**config.mk**
```make
export PLATFORM = sky130hd
export DESIGN_NAME = dot_prod_feeder
export DESIGN_NICKNAME = d
export VERILOG_FILES = /design/src/rtl/dot_prod_feeder.sv
export SDC_FILE = /design/constraint.sdc
export NUM_CORES = 1
export LEC_CHECK = 0
export CAP_MARGIN = 20
export CORE_ASPECT_RATIO = 0.9
export CORE_UTILIZATION = 48
export CTS_BUF_LIST = sky130_fd_sc_hd__clkbuf_4
export CTS_CLUSTER_SIZE = 40
export DETAILED_ROUTE_END_ITERATION = 7
export PLACE_DENSITY = 0.82
export SYNTH_ARGS = -nofsm -noshare
export SYNTH_HDL_FRONTEND = slang
export SYNTH_SLANG_ARGS = --single-unit
```
**constraint.sdc**
```tcl
create_clock -name clk -period 10.6 [get_ports clk]
set_input_delay 2.12 -clock clk [delete_from_list [all_inputs] [get_ports clk]]
set_output_delay 2.12 -clock clk [all_outputs]
set_load 0.05 [all_outputs]
```
**src/rtl/dot_prod_feeder.sv**
```systemverilog
// Serial-to-vector feeder for dot_prod: packs a y reference vector once, then
// streams an x sliding window advanced by one sample per downstream handshake.
module dot_prod_feeder #(
  parameter int xi_bits = 12,
  parameter int xq_bits = 12,
  parameter int yi_bits = 12,
  parameter int yq_bits = 12,
  parameter int length  = 5
) (
  input  logic                              clk,
  input  logic                              reset,
  input  logic                              m_axis_x_tvalid,
  input  logic signed [xi_bits-1:0]         xi_in,
  input  logic signed [xq_bits-1:0]         xq_in,
  output logic                              m_axis_x_tready,
  input  logic                              m_axis_y_tvalid,
  input  logic signed [yi_bits-1:0]         yi_in,
  input  logic signed [yq_bits-1:0]         yq_in,
  output logic                              m_axis_y_tready,
  input  logic                              y_reload,
  input  logic                              m_axis_product_tready,
  output logic                              s_axis_x_tvalid,
  output logic        [xi_bits*length-1:0]  xi,
  output logic        [xq_bits*length-1:0]  xq,
  output logic                              s_axis_y_tvalid,
  output logic        [yi_bits*length-1:0]  yi,
  output logic        [yq_bits*length-1:0]  yq
);

  localparam int cnt_bits = $clog2(length + 1);
  localparam logic [cnt_bits-1:0] CNT_LAST = cnt_bits'(length - 1);

  typedef enum logic [1:0] {LOAD_Y, FILL_X, STREAM} state_t;

  state_t              state, state_nxt;
  logic [cnt_bits-1:0] count;
  logic                x_vld, y_vld;
  logic                x_acc, y_acc, out_hs;

  assign x_acc           = m_axis_x_tvalid & m_axis_x_tready;
  assign y_acc           = m_axis_y_tvalid & m_axis_y_tready;
  assign out_hs          = x_vld & y_vld & m_axis_product_tready;
  assign s_axis_x_tvalid = x_vld;
  assign s_axis_y_tvalid = y_vld;

  always_comb begin
    state_nxt       = state;
    m_axis_x_tready = 1'b0;
    m_axis_y_tready = 1'b0;
    case (state)
      LOAD_Y: begin
        m_axis_y_tready = 1'b1;
        if (m_axis_y_tvalid && count == CNT_LAST) state_nxt = FILL_X;
      end
      FILL_X: begin
        m_axis_x_tready = 1'b1;
        if (m_axis_x_tvalid && count == CNT_LAST) state_nxt = STREAM;
      end
      STREAM: m_axis_x_tready = !x_vld || m_axis_product_tready;
      default: state_nxt = LOAD_Y;
    endcase
    // Reload and reset both refuse samples so nothing slips into a discarded vector.
    if (y_reload) begin
      state_nxt       = LOAD_Y;
      m_axis_x_tready = 1'b0;
      m_axis_y_tready = 1'b0;
    end
    if (reset) begin
      m_axis_x_tready = 1'b0;
      m_axis_y_tready = 1'b0;
    end
  end

  // Control: state, fill counter and output valids
  always_ff @(posedge clk or posedge reset) begin
    if (reset) begin
      state <= LOAD_Y;
      count <= '0;
      x_vld <= 1'b0;
      y_vld <= 1'b0;
    end else begin
      state <= state_nxt;
      if (y_reload) begin
        count <= '0;
        x_vld <= 1'b0;
        y_vld <= 1'b0;
      end else begin
        case (state)
          LOAD_Y: if (y_acc) begin
            if (count == CNT_LAST) begin
              count <= '0;
              y_vld <= 1'b1;
            end else begin
              count <= count + 1'b1;
            end
          end
          FILL_X: if (x_acc) begin
            count <= count + 1'b1;
            if (count == CNT_LAST) x_vld <= 1'b1;
          end
          STREAM: begin
            if (x_acc)       x_vld <= 1'b1;
            else if (out_hs) x_vld <= 1'b0;
          end
          default: ;
        endcase
      end
    end
  end

  // Data: x window shifts toward element 0, y vector written in arrival order
  always_ff @(posedge clk or posedge reset) begin
    if (reset) begin
      xi <= '0;
      xq <= '0;
      yi <= '0;
      yq <= '0;
    end else begin
      if (x_acc) begin
        xi <= {xi_in, xi[xi_bits*length-1:xi_bits]};
        xq <= {xq_in, xq[xq_bits*length-1:xq_bits]};
      end
      if (y_acc) begin
        for (int k = 0; k < length; k++) begin
          if (count == cnt_bits'(k)) begin
            yi[k*yi_bits +: yi_bits] <= yi_in;
            yq[k*yq_bits +: yq_bits] <= yq_in;
          end
        end
      end
    end
  end

endmodule

```
# [Word level (Yosys, flattened, before mapping)]
# Index checks and enable logic that the tools add are counted.
[classes] add_sub_neg=1 mul=0 div=0 n_lt_le_gt_ge=0 eq_ne=13 shifts=0 mux=24 n_bitwise=4 n_reduce_logical=20
[op_table] operator="$ne 3x3->1 const B" count=5
[op_table] operator="$mux 1" count=13
[op_table] operator="$mux 3" count=4
[op_table] operator="$reduce_and 2->1" count=5
[op_table] operator="$reduce_and 3->1" count=3
[op_table] operator="$eq 3x2->1 const B" count=2
[op_table] operator="$mux 2" count=3
[op_table] operator="$pmux 2 s3" count=1
[op_table] operator="$pmux 3 s2" count=1
[op_table] operator="$reduce_bool 2->1" count=3
[op_table] operator="$reduce_bool 3->1" count=2
[op_table] operator="$and 1x1->1" count=4
[op_table] operator="$ne 4x4->1 const B" count=1
[op_table] operator="$pmux 1 s2" count=2
[op_table] operator="$reduce_and 4->1" count=1
[op_table] operator="$add 3x1->3 const B" count=1
[op_table] operator="$eq 3x1->1 const B" count=1
[op_table] operator="$eq 3x3->1 const B" count=1
[op_table] operator="$logic_not 3->1" count=1
[op_table] operator="$eq 2x1->1 const B" count=1
[op_table] operator="$eq 2x2->1 const B" count=1
[op_table] operator="$logic_and 1x1->1" count=2
[op_table] operator="$logic_not 2->1" count=1
[op_table] operator="$ne 2x2->1 const B" count=1
[op_table] operator="other kinds (2)" count=2
[totals] reg_bits=247 latch_bits=0 mem_bits_rw=0 romBits=0 input_bits=54 output_inout_bits=244 wordCells=78 n_memories=0

# [Logic depth before layout (Yosys ltp)]
[logic_depth] depth_word=9 mapped_depth=7 ltp_nobuf=6

# [Least setup slack after synthesis]
# OpenSTA, ideal clock, no wires.
[synth_timing] path_type="input-to-reg" from="in reset" to="reg count[0]" t_arrival_ns=8.233 path_slack_ns=2.242 path_stages=4 path_buffers=0 cell_sequence="inv_1 > a31o_2 > a21oi_1 > mux2_2"
[synth_via] elab_chain_cells=4 word_cells_on_any_way=7
[synth_rtl] element="start, declared" line="11" source="input logic reset,"
[synth_rtl] element="$mux 1" line="68" source="if (reset) begin"
[synth_rtl] element="$and 1x1->1, on equally long branches" line="41, 40"
[synth_rtl] element="$ne 3x3->1 (no source line)"
[synth_rtl] element="$reduce_and 3->1 (no source line) *"
[synth_rtl] element="end signal, assigned" line="94" source="count <= count + 1'b1;"
[synth_rtl] element="end signal, assigned" line="98" source="count <= count + 1'b1;"
[synth_rtl] element="end, declared" line="36" source="logic [cnt_bits-1:0] count;"
# Every way passes the cells marked *; elsewhere a longest branch is shown, timed or not.
# A chain may end at the register's enable or synchronous reset.

# [Worst setup path after layout]
[layout_timing] from="in y_reload" to="out m_axis_x_tready"
[layout_via] elab_chain_cells=2
[layout_rtl] element="start, declared" line="20" source="input logic y_reload,"
[layout_rtl] element="$mux 1" line="63" source="if (y_reload) begin"
[layout_rtl] element="$mux 1" line="68"
[layout_rtl] element="end, declared" line="15" source="output logic m_axis_x_tready,"
# No other way between the ends.

==> results by group <==
Critical path
  • Critical Path Start Type: input pin
  • Reg2reg path depth: 7
  • End point of the critical path: m_axis_x_tready
  • Critical path type: in2out
  • R2R Setup Slk: 7510 ps
  • CP Max Fanout: 10
  • Crit end category: output pin
  • Crit path launch: y_reload
  • RR Startpoint: state[0]$_DFFE_PP0P_
  • WP data arrival: 3910 ps
  • R2r endpoint: xi[19]$_DFFE_PP0P_
  • Required time of the critical path: 8480 ps

Floorplanning
  • Die area: 20690 sq um
  • Die height: 136.6 microns
  • Ports: 298
  • Initial Util: 0.4963
  • Die width: 151.5 microns
  • Core area: 19460 sq um
  • Row count: 48

STA
  • Pins Over Slew Limit: 0
  • Worst rel slew slack: 0.3621
  • Final count of hold timing violations: 0
  • Fin Clk Skew: 29.33 ps
  • Final min period: 6033 ps
  • RSZ-0062 raised after global routing: no
  • Min Hold Slack: 481.7 ps
  • Actual slew at the worst max-slew pin: 956.9 ps
  • Finish-stage setup viols: 0
  • Post-Route Setup TNS: 0 ps
  • Final worst path period share: 0.5692
  • Peak Freq: 0.1658 GHz

Global route
  • First-pass GRT wire length: 33.60 mm
  • Initial antenna violation count: 0
  • Overflow after GRT: 0
  • Largest net degree at the start of global routing: 106
  • Vias in the first global route: 6424
  • Tot GR Track Use: 0.2109

Layout
  • Final nets: 979
  • Filler cell count: 1349
  • Synth-to-Final Area Change: 41.27%
  • Area of the multi-input gates: 3267 sq um
  • Antenna Cells: 0
  • Register area: 6181 sq um
  • Layout cell share with drive strength beyond 1: 0.3619

Detailed routing
  • Wire per inst: 17.72 microns
  • Final WL: 21.37 mm
  • Via count: 6009
  • Routed Antenna Nets: 0
  • # DRC: 0
  • DR iter-0 viols: 194
  • Initial DRT Pass Iterations: 4
  • Vias per cell: 4.983

Clock network
  • Setup bufs post-CTS: 0
  • Clk_lat worst skew: 620 ps
  • Clock slew seen by the registers of the worst setup and hold paths: 60 ps
  • Hold buffers post-CTS: 0
  • Number of CTS-inserted buffers: 66
  • CTS tree: yes
  • Root Buffer: clkbuf_4
  • CTS H-tree lvls: 3
  • Max Buffers Root-to-Sink: 3
  • Clock Sinks: 247
  • CTS resizes: 0

Placement
  • Final GP Congestion: 0.7981
  • Hpwl dp: 14.18 mm
  • IO buf count: 297

Synth
  • Top_reg_cell synth: dfrtp_1
  • EDFF count, synth: 0
  • Mapped Area: 9657 sq um
  • Syn_nets: 633
  • Synthesized area per cell: 16.94 sq um
  • Most common library cells after synthesis: dfrtp_1 (247), mux2_2 (187), mux2_4 (40)
  • Yosys reg bits: 247
  • Synth unique cells: 33
  • Synthesized instance count: 570
  • Synth top area cells: dfrtp_1 (64%), mux2_2 (22%), mux2_4 (6.2%)
  • Sequential fraction of the synthesis area: 0.6401
  • Synth async-reset ratio: 1.000
  • Top cell type by total area after synthesis: dfrtp_1
  • Most numerous cell in the Yosys netlist: dfrtp_1
  • Yosys top cell area share: 0.6401
  • YS warnings: 0

Flow run
  • Max-cap violations: 0

Pwr
  • Clock group share of total power: 0.224
  • Logic gate share of total power: 0.433
  • PnR Total Power: 3748 uW
  • Net Sw Power: 1513 uW
  • Leak: 0.006542 uW
  • Internal: 2235 uW
  • Maximum vdd drop: 0.0002205 V
  • Sequential share of power: 0.344
  • Sw Share: 0.4038
  • PwrDens: 274.8 nW/um^2

Min path
  • Hold WC Path Type: reg2reg

Status
  • Status: complete, no violations
## how the worst min path moves through the flow
stage	from	to	cells after the start
5_1_grt	yi[49]$_DFFE_PP0P_	yi[49]$_DFFE_PP0P_	1
4_1_cts	yq[57]$_DFFE_PP0P_	yq[57]$_DFFE_PP0P_	1
3_5_place_dp	yq[57]$_DFFE_PP0P_	yq[57]$_DFFE_PP0P_	1
6_report	yq[55]$_DFFE_PP0P_	yq[55]$_DFFE_PP0P_	1
3_3_place_gp	yq[59]$_DFFE_PP0P_	yq[59]$_DFFE_PP0P_	1
2_1_floorplan	state[0]$_DFFE_PP0P_	state[0]$_DFFE_PP0P_	2
## power groups by stage
stage | Combinational [uW] | Sequential [uW] | Clock, uW
finish | 1620 | 1290 | 838
global route | 1680 | 1320 | 919
CTS | 1630 | 1290 | 870
detailed placement | 1630 | 1300 | 0
global placement | 1610 | 1290 | 0
floorplan | 307 | 2060 | 0
## cell type report
class	instances	share of cell area
tap	250	0.02293
multi-input combinational	291	0.2395
timing repair buffer	303	0.2212
clock buffer	99	0.05448
sequential	247	0.4531
clock inverter	9	0.006329
inverter	7	0.002476
## placed cells by master, fill, tap and decap left out, drive strengths merged
master / n
o211ai: 1
ha: 9
nand2b: 1
and2: 2
o21ai: 3
nand4b: 1
a21oi: 2
a31o: 1
mux2: 242
clkdlybuf4s50: 297
nand4: 1
o31ai: 1
nor4: 1
clkinv: 3
dfrtp: 247
nand2: 7
nand3: 3
a221oi: 1
mux2i: 2
buf: 6
and4bb: 1
bufinv: 2
inv: 11
nor3b: 1
a21o: 1
clkbuf: 99
nor2b: 3
a31oi: 1
nor2: 5
and3b: 1
## logic make-up after synthesis
logic type | share of synthesized area
flops | 0.6401
mux | 0.2998
simple gates | 0.01827
fa+ha+maj | 0.01166
buf+inv | 0.02280
compound gates | 0.007387
## state kept, by name, summed over array words and instances, names as in the netlist
signal	count
state	2
s_axis_y_tvalid	1
xq	60
count	3
yq	60
yi	60
s_axis_x_tvalid	1
xi	60
## routing by layer
layer  GRT usage  up-vias  share of wire  wire length (microns)
li1            -     2749              -                      -
met2      0.3288      221           0.48                  10230
met5           0        -              0                      0
met3     0.07900       43          0.083                   1783
met1      0.2593     2996           0.41                   8761
met4      0.1001        0          0.027                    586
## metrics by stage
stage,utilization,worst slack [ps],cell area (sq um),std cells
after floorplan,-,1674,9657,570
after global placement,0.6584,4629,12810,1098
after detailed placement,0.6584,4591,12810,1098
after CTS,0.7011,4576,13640,1206
after global routing,0.7011,4483,13640,1206
final,0.7011,4567,13640,1206
## critical path, cell delays in order
cell and delay, ps:
clkdlybuf4s50_1 610, nor2_1 210, and3b_1 180, clkdlybuf4s50_1 800
No activity file was read; power rests on OpenSTA's default activity.
